$ cat src/rtl/prog_sequencer_pkg.sv
// Shared types and constants for the program run controller.
package prog_sequencer_pkg;

    typedef enum logic [1:0] {
        SEQ_IDLE = 2'd0,
        SEQ_LOAD = 2'd1,
        SEQ_RUN  = 2'd2,
        SEQ_DONE = 2'd3
    } seq_state_t;

    typedef enum logic [1:0] {
        PROD  = 2'd0,
        STRM  = 2'd1,
        CPAIR = 2'd2
    } prog_id_t;

    localparam int          NUM_PROGS = 3;
    localparam logic [7:0]  PROG_START [NUM_PROGS] = '{8'd0, 8'd25, 8'd44};
    localparam logic [3:0]  OP_HALT = 4'hF;

    // Start address lookup; only ever called with a legal program id.
    function automatic logic [7:0] prog_start(input logic [1:0] sel);
        logic [7:0] addr;
        addr = 8'd0;
        case (sel)
            PROD:    addr = PROG_START[0];
            STRM:    addr = PROG_START[1];
            CPAIR:   addr = PROG_START[2];
            default: addr = 8'd0;
        endcase
        return addr;
    endfunction

endpackage

$ cat src/rtl/prog_sequencer_if.sv
// Handshake and status bundle between the bench/host and the run controller.
interface prog_sequencer_if #(
    parameter int PC_W  = 8,
    parameter int CNT_W = 16
);
    logic             start;
    logic [1:0]       prog_sel;
    logic             halt;
    logic             pc_load;
    logic [PC_W-1:0]  pc_load_addr;
    logic             run;
    logic             busy;
    logic             done;
    logic             timeout;
    logic             err;
    logic [1:0]       prog_id;
    logic [CNT_W-1:0] cycles;

    modport master (
        output start, prog_sel, halt,
        input  pc_load, pc_load_addr, run, busy, done, timeout, err, prog_id, cycles
    );

    modport slave (
        input  start, prog_sel, halt,
        output pc_load, pc_load_addr, run, busy, done, timeout, err, prog_id, cycles
    );
endinterface

$ cat src/rtl/prog_sequencer_cycle_counter.sv
// RUN-cycle counter with synchronous clear and watchdog terminal count.
module seq_cycle_counter #(
    parameter int CNT_W   = 16,
    parameter int TIMEOUT = 4000
) (
    input  logic             clk,
    input  logic             reset,
    input  logic             clr,
    input  logic             en,
    output logic [CNT_W-1:0] count,
    output logic             tc
);

    // Flags the cycle whose increment lands on TIMEOUT, so the FSM stops
    // on the same edge that the count reaches it.
    assign tc = (count == CNT_W'(TIMEOUT - 1));

    always_ff @(posedge clk or posedge reset) begin
        if (reset)
            count <= '0;
        else if (clr)
            count <= '0;
        else if (en)
            count <= count + 1'b1;
    end

endmodule

$ cat src/rtl/prog_sequencer.sv
// Run controller: start/select handshake, PC load, run enable, halt/watchdog stop.
module prog_sequencer
    import prog_sequencer_pkg::*;
#(
    parameter int PC_W    = 8,
    parameter int CNT_W   = 16,
    parameter int TIMEOUT = 4000
) (
    input  logic           clk,
    input  logic           reset,
    prog_sequencer_if.slave bus
);

    seq_state_t       state;
    logic             pc_load_q, run_q, busy_q, done_q, timeout_q, err_q;
    logic [PC_W-1:0]  addr_q;
    logic [1:0]       prog_id_q;
    logic [CNT_W-1:0] count;
    logic             tc;
    logic             idle_like, accept;

    assign idle_like = (state == SEQ_IDLE) || (state == SEQ_DONE);
    assign accept    = idle_like && bus.start && (bus.prog_sel != 2'd3);

    seq_cycle_counter #(
        .CNT_W   (CNT_W),
        .TIMEOUT (TIMEOUT)
    ) u_cnt (
        .clk   (clk),
        .reset (reset),
        .clr   (accept),
        .en    (state == SEQ_RUN),
        .count (count),
        .tc    (tc)
    );

    always_ff @(posedge clk or posedge reset) begin
        if (reset) begin
            state     <= SEQ_IDLE;
            pc_load_q <= 1'b0;
            addr_q    <= '0;
            run_q     <= 1'b0;
            busy_q    <= 1'b0;
            done_q    <= 1'b0;
            timeout_q <= 1'b0;
            err_q     <= 1'b0;
            prog_id_q <= 2'd0;
        end else begin
            err_q <= 1'b0;
            case (state)
                SEQ_IDLE, SEQ_DONE: begin
                    if (accept) begin
                        state     <= SEQ_LOAD;
                        prog_id_q <= bus.prog_sel;
                        pc_load_q <= 1'b1;
                        addr_q    <= PC_W'(prog_start(bus.prog_sel));
                        busy_q    <= 1'b1;
                        done_q    <= 1'b0;
                        timeout_q <= 1'b0;
                    end else if (bus.start) begin
                        err_q <= 1'b1;
                    end
                end
                SEQ_LOAD: begin
                    state     <= SEQ_RUN;
                    pc_load_q <= 1'b0;
                    addr_q    <= '0;
                    run_q     <= 1'b1;
                end
                SEQ_RUN: begin
                    // Halt takes priority over a coincident watchdog expiry.
                    if (bus.halt || tc) begin
                        state     <= SEQ_DONE;
                        run_q     <= 1'b0;
                        busy_q    <= 1'b0;
                        done_q    <= 1'b1;
                        timeout_q <= !bus.halt;
                    end
                end
                default: state <= SEQ_IDLE;
            endcase
        end
    end

    assign bus.pc_load      = pc_load_q;
    assign bus.pc_load_addr = addr_q;
    assign bus.run          = run_q;
    assign bus.busy         = busy_q;
    assign bus.done         = done_q;
    assign bus.timeout      = timeout_q;
    assign bus.err          = err_q;
    assign bus.prog_id      = prog_id_q;
    assign bus.cycles       = count;

endmodule

$ cat src/flat_wrapper.sv
// flat-port wrapper written by rule: the top's interface ports become plain ports
module prog_sequencer_flat import prog_sequencer_pkg::*;
#(
    parameter int PC_W    = 8,
    parameter int CNT_W   = 16,
    parameter int TIMEOUT = 4000
)
  (clk, reset, bus_start, bus_prog_sel, bus_halt, bus_pc_load, bus_pc_load_addr, bus_run, bus_busy, bus_done, bus_timeout, bus_err, bus_prog_id, bus_cycles);
  prog_sequencer_if #(.PC_W(PC_W), .CNT_W(CNT_W)) bus_i ();
  input  logic clk;
  input  logic reset;
  input wire logic [$bits(bus_i.start)-1:0] bus_start;
  input wire logic [$bits(bus_i.prog_sel)-1:0] bus_prog_sel;
  input wire logic [$bits(bus_i.halt)-1:0] bus_halt;
  output wire logic [$bits(bus_i.pc_load)-1:0] bus_pc_load;
  output wire logic [$bits(bus_i.pc_load_addr)-1:0] bus_pc_load_addr;
  output wire logic [$bits(bus_i.run)-1:0] bus_run;
  output wire logic [$bits(bus_i.busy)-1:0] bus_busy;
  output wire logic [$bits(bus_i.done)-1:0] bus_done;
  output wire logic [$bits(bus_i.timeout)-1:0] bus_timeout;
  output wire logic [$bits(bus_i.err)-1:0] bus_err;
  output wire logic [$bits(bus_i.prog_id)-1:0] bus_prog_id;
  output wire logic [$bits(bus_i.cycles)-1:0] bus_cycles;
  assign bus_i.start = bus_start;
  assign bus_i.prog_sel = bus_prog_sel;
  assign bus_i.halt = bus_halt;
  assign bus_pc_load = bus_i.pc_load;
  assign bus_pc_load_addr = bus_i.pc_load_addr;
  assign bus_run = bus_i.run;
  assign bus_busy = bus_i.busy;
  assign bus_done = bus_i.done;
  assign bus_timeout = bus_i.timeout;
  assign bus_err = bus_i.err;
  assign bus_prog_id = bus_i.prog_id;
  assign bus_cycles = bus_i.cycles;
  prog_sequencer #(.PC_W(PC_W), .CNT_W(CNT_W), .TIMEOUT(TIMEOUT)) u_core (.clk(clk), .reset(reset), .bus(bus_i));
endmodule
$ cat config.mk
export PLATFORM = sky130hd
export DESIGN_NAME = prog_sequencer_flat
export DESIGN_NICKNAME = d
export VERILOG_FILES = /design/src/rtl/prog_sequencer_pkg.sv /design/src/rtl/prog_sequencer_if.sv /design/src/rtl/prog_sequencer_cycle_counter.sv /design/src/rtl/prog_sequencer.sv /design/src/flat_wrapper.sv
export SDC_FILE = /design/constraint.sdc
export NUM_CORES = 1
export LEC_CHECK = 0
export ABC_AREA = 0
export CORE_MARGIN = 1
export CORE_UTILIZATION = 48
export DETAILED_ROUTE_END_ITERATION = 7
export PLACE_DENSITY_LB_ADDON = 0.12
export SETUP_SLACK_MARGIN = 0.02
export SLEW_MARGIN = 5
export SYNTH_ARGS = -nofsm -noshare
export SYNTH_HDL_FRONTEND = slang
export SYNTH_SLANG_ARGS = --single-unit
$ cat constraint.sdc
create_clock -name clk -period 2.3 [get_ports clk]
set_clock_uncertainty 0.05 [all_clocks]
set_input_delay 0.69 -clock clk [delete_from_list [all_inputs] [get_ports clk]]
set_output_delay 0.69 -clock clk [all_outputs]
set_load 0.01 [all_outputs]
# After elaboration in Yosys (flattened, before gate mapping)
# Cells that the tools add are included.
# word_totals
elab_cells,57
mem_bits_rw,0
romBits,0
reg_bits,34
mem_count,0
in_bits,6
out_inout_bits,32
latch_bits,0
# classes
n_mux,21
n_mul,0
reduce_logical,16
div_mod_pow,0
eq_ne,9
bitwise,0
shifts,0
add_sub_neg,1
magnitude_cmp,0
# ops
cell,n
$mux W16,2
$add A16 B1 Y16 const B,1
$eq A16 B12 Y1 const B,1
$pmux W8 S2,1
$pmux W6 S2,1
$pmux W1 S2,5
$mux W1,8
$mux W8,1
$reduce_and A2 Y1,4
$reduce_bool A2 Y1,4
$eq A2 B2 Y1 const B,3
$pmux W2 S3,1
$eq A2 B1 Y1 const B,2
$mux W2,2
$ne A2 B1 Y1 const B,2
$reduce_and A3 Y1,1
$logic_and A1 B1 Y1,2
$logic_not A2 Y1,1
$logic_or A1 B1 Y1,2
$ne A2 B2 Y1 const B,1
$reduce_or A2 Y1,1
$logic_not A1 Y1,1

# Depth between registers and ports, before layout
# Gate-level depths: netlist of the first run.
# depth
ltp_word,6
mapped_depth,7

# Hierarchy
# From an unflattened synthesis of the first run, not the netlist that was laid out.
# unflattened
cells_unflattened,155
area_unflattened_um2,1561.5
# modules_own_cells
mod,area_per_inst_um2,instances,cells_each
seq_cycle_counter,827.0,1,85
prog_sequencer,734.5,1,70

# Worst setup path after synthesis of the first run
# OpenSTA, ideal clock, no wires.
# synth_path
path_kind,input to register
startpoint,input port bus_prog_sel[0]
endpoint,register u_core.u_cnt.count[0]
cell_stages,4
t_arrival_ps,1583
setup_slack_ps,535
cell_sequence,ha_1 -> nor2_1 -> clkbuf_1 -> nor2_1
# synth_between
elab_chain_cells,3
# synth_lines
element,line_no,rtl
start: declaration,flat_wrapper.sv:13,input wire logic [$bits(bus_i.prog_sel)-1:0] bus_prog_sel;
$ne A2 B2 Y1 *,prog_sequencer.sv:23,assign accept = idle_like && bus.start && (bus.prog_sel != 2'd3);
$logic_and A1 B1 Y1 *,prog_sequencer.sv:23,
$mux W16 / $reduce_bool A2 Y1 (equally long branches),n/a,
end signal: assignment,prog_sequencer_cycle_counter.sv:24,count <= count + 1'b1;
end: declaration,prog_sequencer_cycle_counter.sv:10,"output logic [CNT_W-1:0] count,"
# Every way passes the cells marked *; elsewhere a longest branch is shown, timed or not.
# A chain may end at the register's enable or synchronous reset.

# Final worst setup path of the first run
# layout_path
startpoint,register u_core.u_cnt.count[3]
endpoint,output port bus_cycles[3]
# layout_rtl
element,line_no,rtl
end: declaration,flat_wrapper.sv:23,output wire logic [$bits(bus_i.cycles)-1:0] bus_cycles;
# No word-level cell between the ends.

==> results of run 1 <==
==> worst max-delay path by stage <==
stage | slack [ps] | depth (start not counted) | end | start
finish | 200 | 1 | bus_cycles[3] | u_core.u_cnt.count[3]$_DFFE_PP0P_
global route | 120 | 6 | u_core.u_cnt.count[10]$_DFFE_PP0P_ | u_core.state[0]$_DFFE_PP0P_
CTS | 180 | 1 | bus_cycles[3] | u_core.u_cnt.count[3]$_DFFE_PP0P_
detailed placement | 100 | 5 | u_core.u_cnt.count[10]$_DFFE_PP0P_ | bus_prog_sel[0]
global placement | 130 | 5 | u_core.u_cnt.count[10]$_DFFE_PP0P_ | bus_prog_sel[0]
floorplan | 530 | 4 | u_core.u_cnt.count[0]$_DFFE_PP0P_ | bus_prog_sel[0]
==> where the power goes <==
group	leakage [nW]	total [mW]	internal (mW)	switching, mW
clock network	0.0314	0.309	0.144	0.164
registers	0.380	0.676	0.610	0.0654
logic	0.464	0.652	0.336	0.316
total	0.875	1.64	1.09	0.546
==> metrics by stage <==
| stage | std cells | power (mW) | setup WS, ps |
|---|---|---|---|
| detailed placement | 212 | 1.344 | 101.8 |
| global placement | 212 | 1.325 | 125.2 |
| CTS | 219 | 1.657 | 180.0 |
| global route | 219 | 1.744 | 115.1 |
| floorplan | 149 | 1.048 | 534.9 |
| finish | 219 | 1.636 | 199.3 |
==> synthesized netlist by cell type, types with 4 or more instances <==
cell and count:
nand4_1 4, o21ai_0 11, nor2_1 17, inv_1 9
or3_1 4, a21oi_1 6, ha_1 7, buf_4 5
xor2_1 8, dfrtp_1 29, nand2_1 10, nand3_1 4
==> registers in the layout, summed over array words and instances (netlist names), 2 cells and up <==
name and count:
u_core.bus.prog_id 2, u_core.bus.pc_load_addr 3, u_core.state 2, u_core.u_cnt.count 16
==> area by class of cell <==
| class | instances | share of cell area |
|---|---|---|
| Sequential cell | 29 | 0.3806 |
| Inverter | 9 | 0.01772 |
| Multi-Input combinational cell | 103 | 0.3504 |
| Clock buffer | 7 | 0.02887 |
| Tap cell | 31 | 0.02034 |
| Timing Repair Buffer | 40 | 0.2021 |
==> placed cells by master (no fill, tap or decap), types with 2 or more instances in the layout <==
cell type | Yosys | final
dfrtp_1 | 29 | 29
mux2i_1 | 2 | 2
conb_1 | 1 | 3
inv_1 | 9 | 9
a22o_1 | 2 | 2
xor2_1 | 8 | 8
o21ai_1 | 2 | 2
and4_1 | 2 | 2
xnor2_1 | 2 | 2
a21oi_1 | 6 | 6
clkbuf_4 | 0 | 5
nand3_1 | 4 | 4
buf_4 | 5 | 6
or3_1 | 4 | 4
clkdlybuf4s50_1 | 0 | 34
o21ai_0 | 11 | 11
nand2_1 | 10 | 10
ha_1 | 7 | 7
nand4_1 | 4 | 4
and3_1 | 2 | 2
nor2_1 | 17 | 17
==> logic make-up (layout without fill, tap and decap cells) <==
logic type	after synthesis	in the layout	synth area share
and+or+nand+nor	53	53	0.1992
DFF	29	29	0.4936
AOI/OAI and AO/OA	28	28	0.1149
buffers and inverters	17	56	0.05702
xor gates and xnor gates	10	10	0.05958
adders and majority gates	7	7	0.05957
muxes	2	2	0.01362
other	1	3	0.002551
==> metal layers <==
metal	share of wire	routed length, µm	GRT usage	vias to the layer above
met3	0.061	176	0.06803	5
met5	0	0	0	-
met2	0.46	1329	0.3056	37
met1	0.46	1337	0.2765	560
li1	-	-	-	590
met4	0.014	40	0.06272	0
==> results.json, run 1 <==
{
  "yosys_most_used_dff": "dfrtp_1",
  "post_synth_main_area_contributors": "dfrtp_1 49%, ha_1 6.0%, xor2_1 4.8%, nor2_1 4.3%, o21ai_0 3.7%",
  "final_worst_path_period_need_ps": 2101,
  "dr.pass1.iters": 6,
  "yosysUniqueCellTypes": 38,
  "first_global_vias": 1115,
  "synth_edf_count": 0,
  "crit_required_ps": 1560,
  "placeableCoreArea_um2": 2829,
  "synth.yosys.seq_area_share": 0.4936,
  "critical_path.endpoint_type": "output port",
  "cts.path.max_buffers": 2,
  "finish.instance_area_um2": 1907,
  "crit_fanout": 7,
  "ff2ff_path_depth": 6,
  "final-max-slew-violation-count": 0,
  "detailed_place_hpwl_um": 2146,
  "final.fill_count": 238,
  "r2r-end": "u_core.u_cnt.count[10]$_DFFE_PP0P_",
  "starting_density_of_the_core": 0.5197,
  "drt_wl_total_um": 2883,
  "synthesis_warnings": 0,
  "worst_hold_startpoint": "u_core.bus.pc_load_addr[3]$_DFFE_PP0P_",
  "cts-htree-levels": 2,
  "tritoncts": "done",
  "syn-cell-area_um2": 1470,
  "timing.reg2reg.setup_slack_ps": 270,
  "clk_pin_slew_ps": 90,
  "fin_worst_hold_slack_ps": 439.3,
  "synth.largest_area_cell": "dfrtp_1",
  "area.growth.synth_to_final_pct": 29.70,
  "critPathArrivalTime_ps": 1360,
  "wl_per_cell_um": 13.16,
  "final_layout_size_suffix_gt1_frac": 0.08511,
  "power.leakage_nw": 0.8746,
  "path_class": "flop to output port",
  "pin_count_of_the_biggest_net_entering_global_routing": 30,
  "avg_synthesized_cell_area_um2": 10.00,
  "first_pass_grt_wire_length_um": 5030,
  "placement.io_buffers": 34,
  "yosys_register_bits": 29,
  "initial_antenna_violation_count": 0,
  "irDropWorstVdd_v": 0.0006201,
  "grt_overflow_total": 0,
  "gp_routability_congestion": 0.7763,
  "die_h_um": 57.34,
  "crit_buf_inv": 1,
  "synthDominantCellAreaShare": 0.4936,
  "grt.total_usage": 0.2022,
  "post-route-drc-count": 4,
  "clkSinkCount": 29,
  "worstSetupStartpointType": "flop",
  "number_of_max_cap_violations": 0,
  "timing.final.setup_violations": 0,
  "postCtsSetupRepairBufs": 0,
  "critical_path.top_delay_family": "buffers and inverters",
  "largest_incremental_delay_on_the_critical_path_ps": 580,
  "finalSetupTns_ps": 0,
  "crit_chain": "clkdlybuf4s50_1",
  "post_cts_hold_fix_bufs": 0,
  "detailroute.via_count": 1192,
  "rsz0062_at_grt": "false",
  "max_clock_freq_ghz": 0.4760,
  "finalCoreUtilization": 0.6740,
  "cts_made_buffers": 5,
  "die_width_um": 57.34,
  "ys_async_sr_fraction": 1.000,
  "syn_inst": 147,
  "ioPinCount": 38,
  "fp-row-count": 19,
  "min_path_type": "flop to flop",
  "drt.antenna.violating_nets": 0,
  "nets": 201,
  "power_per_cell_area_nw_per_um2": 858.0,
  "status": "complete, but fails checks",
  "routed_via_density": 5.443,
  "cts-resized-gates": 0,
  "worst_r2r_startpoint": "u_core.state[0]$_DFFE_PP0P_",
  "floorplan.die_area_um2": 3288,
  "clk_root_buffer_cell": "clkbuf_4",
  "insertedDiodeCount": 0,
  "worstHoldEndpoint": "u_core.bus.pc_load_addr[3]$_DFFE_PP0P_",
  "ff_latch_area_um2": 725.7,
  "violations": "DRC",
  "clk-insertion-delay-late_ps": 320,
  "cp_slowest_cell": "clkdlybuf4s50_1",
  "period_share": 0.9133,
  "post_dp_cell_area_um2": 1852,
  "multi_input_comb_area_um2": 668.1,
  "holdPathStages": 1,
  "dr.first_iter.drc_count": 41,
  "endpoints_failing_hold": 0
}
Power figures use the tool's default switching activity.
==> inputs of run 2 (changes only) <==
--- a/config.mk
+++ b/config.mk
@@ -9,6 +9,7 @@
 export CORE_MARGIN = 1
 export CORE_UTILIZATION = 48
 export DETAILED_ROUTE_END_ITERATION = 7
+export MAX_ROUTING_LAYER = met4
 export PLACE_DENSITY_LB_ADDON = 0.12
 export SETUP_SLACK_MARGIN = 0.02
 export SLEW_MARGIN = 5
==> constraint.sdc (replaced) <==
create_clock -name clk -period 2.1 [get_ports clk]
set_clock_uncertainty 0.05 [all_clocks]
set_input_delay 0.63 -clock clk [delete_from_list [all_inputs] [get_ports clk]]
set_output_delay 0.63 -clock clk [all_outputs]
set_load 0.01 [all_outputs]
==> results.json, run 2 (synthesis results as in run 1) <==
{
  "status": "complete, but fails checks",
  "violations": "DRC",
  "crit_fanout": 5,
  "cts_made_buffers": 5,
  "cts.path.max_buffers": 2,
  "detailed_place_hpwl_um": 2200,
  "place_inst": 213,
  "grt.total_usage": 0.2126,
  "ioPinCount": 38,
  "final-max-slew-violation-count": 0,
  "placement.io_buffers": 34,
  "cts-htree-levels": 2,
  "number_of_flip_flops_in_the_largest_register": 16,
  "final_layout_size_suffix_gt1_frac": 0.1211,
  "timing.final.setup_violations": 0,
  "dr.first_iter.drc_count": 34,
  "die_width_um": 57.34,
  "tritoncts": "done",
  "crit_chain": "clkdlybuf4s50_1",
  "placeableCoreArea_um2": 2829,
  "path_class": "flop to output port",
  "largest_incremental_delay_on_the_critical_path_ps": 570,
  "wl_per_cell_um": 13.50,
  "insertedDiodeCount": 0,
  "final.fill_count": 247,
  "number_of_max_cap_violations": 0,
  "die_h_um": 57.34,
  "rsz0062_at_grt": "false",
  "gp_routability_congestion": 0.8124,
  "period_share": 0.9599,
  "registers.top_by_ff_count": "u_core.u_cnt.count",
  "nets": 202,
  "worstSetupStartpointType": "flop",
  "area.growth.synth_to_final_pct": 30.38,
  "endpoints_failing_hold": 0,
  "drt_wl_total_um": 2983,
  "clk-insertion-delay-late_ps": 330,
  "clk_root_buffer_cell": "clkbuf_4",
  "initial_antenna_violation_count": 0,
  "dr.pass1.iters": 7,
  "layout.cells.most_common": "clkdlybuf4s50_1",
  "clk_pin_slew_ps": 90,
  "floorplan.die_area_um2": 3288,
  "critical_path.top_delay_family": "buffers and inverters",
  "pin_count_of_the_biggest_net_entering_global_routing": 30,
  "min_path_type": "flop to flop",
  "first_global_vias": 1107,
  "irDropWorstVdd_v": 0.0007739,
  "post-layout-total-power_mw": 1.788,
  "clkSinkCount": 29,
  "commonest_non_fill_non_tap_cells_in_the_layout": "34 x clkdlybuf4s50_1, 24 x dfrtp_1, 17 x nor2_1, 11 x o21ai_0, 10 x nand2_1",
  "crit_required_ps": 1420,
  "max_clock_freq_ghz": 0.4961,
  "starting_density_of_the_core": 0.5197,
  "final_worst_path_period_need_ps": 2016,
  "finalNonFillerCells": 221,
  "crit_buf_inv": 1,
  "cp_slowest_cell": "clkdlybuf4s50_1",
  "detailroute.via_count": 1215,
  "grt_overflow_total": 0,
  "critPathArrivalTime_ps": 1340,
  "routed_via_density": 5.498,
  "power.leakage_nw": 0.8721,
  "post-route-drc-count": 4,
  "fp-row-count": 19,
  "first_pass_grt_wire_length_um": 5043,
  "critical_path.endpoint_type": "output port",
  "drt.antenna.violating_nets": 0,
  "power_per_cell_area_nw_per_um2": 932.9
}
run 2: final cells by class:
cell class | instances | area, µm² | area share
repair buffers | 41 | 392.9 | 0.2050
well taps | 31 | 38.79 | 0.02023
inverters | 9 | 33.78 | 0.01762
multi-input cells | 103 | 668.1 | 0.3486
flip-flops and latches | 29 | 732.0 | 0.3819
clock buffers | 6 | 41.29 | 0.02154
clock inverters | 2 | 10.01 | 0.005222
run 2: power by group:
part	leakage, nW	internal, mW	switching [mW]
Combinational	0.469	0.377	0.356
Sequential	0.371	0.669	0.0733
Clock	0.0320	0.127	0.187
Total	0.872	1.17	0.616
run 2: timing repair:
item | 4_1_cts | 5_1_grt
pin swaps | 0 | 0
setup endpoints to repair | 1 | 4
hold buffers | 0 | 0
setup buffers | 0 | 0
gates cloned | 0 | 0
resized for setup | 1 | 4
run 2: final timing paths:
check / startpoint / endpoint / slack (ps) / cells past startpoint
worst max-delay path: u_core.u_cnt.count[5]$_DFFE_PP0P_ / bus_cycles[5] / 80 / 1
worst min-delay path: u_core.bus.pc_load_addr[3]$_DFFE_PP0P_ / u_core.bus.pc_load_addr[3]$_DFFE_PP0P_ / 440 / 1
worst max register to register: u_core.state[0]$_DFFE_PP0P_ / u_core.u_cnt.count[10]$_DFFE_PP0P_ / 250 / 6
worst min register to register: u_core.bus.pc_load_addr[3]$_DFFE_PP0P_ / u_core.bus.pc_load_addr[3]$_DFFE_PP0P_ / 440 / 1
max in group asynchronous: reset / u_core.u_cnt.count[12]$_DFFE_PP0P_ / 1080 / 3
min in group asynchronous: reset / u_core.bus.prog_id[1]$_DFFE_PP0P_ / 620 / 3
run 2: metrics by stage:
stage	TNS [ps]	util	hold slack [ps]	cell area, µm²	setup WS (ps)
final	0	0.6776	441.9	1917	84.28
after global routing	0	0.6776	468.1	1917	20.23
after global placement	-16.04	0.6572	414.3	1859	-16.04
after floorplan	0	-	431.4	1478	394.9
after CTS	0	0.6758	446.0	1912	46.07
after detailed placement	-214.8	0.6572	427.3	1859	-64.82
run 2: per-layer routing:
metal  part of all wire  global-route usage
met5                  0                   -
met4             0.0094             0.08711
met3              0.042             0.06803
met2               0.48              0.3073
met1               0.47              0.2760
==> inputs of run 3 (changes only) <==
--- a/config.mk
+++ b/config.mk
@@ -6,6 +6,7 @@
 export NUM_CORES = 1
 export LEC_CHECK = 0
 export ABC_AREA = 0
+export CAP_MARGIN = 20
 export CORE_MARGIN = 1
 export CORE_UTILIZATION = 48
 export DETAILED_ROUTE_END_ITERATION = 7
==> results of run 3 <==
Final layout, timing and power as in run 2 (identical DEF).
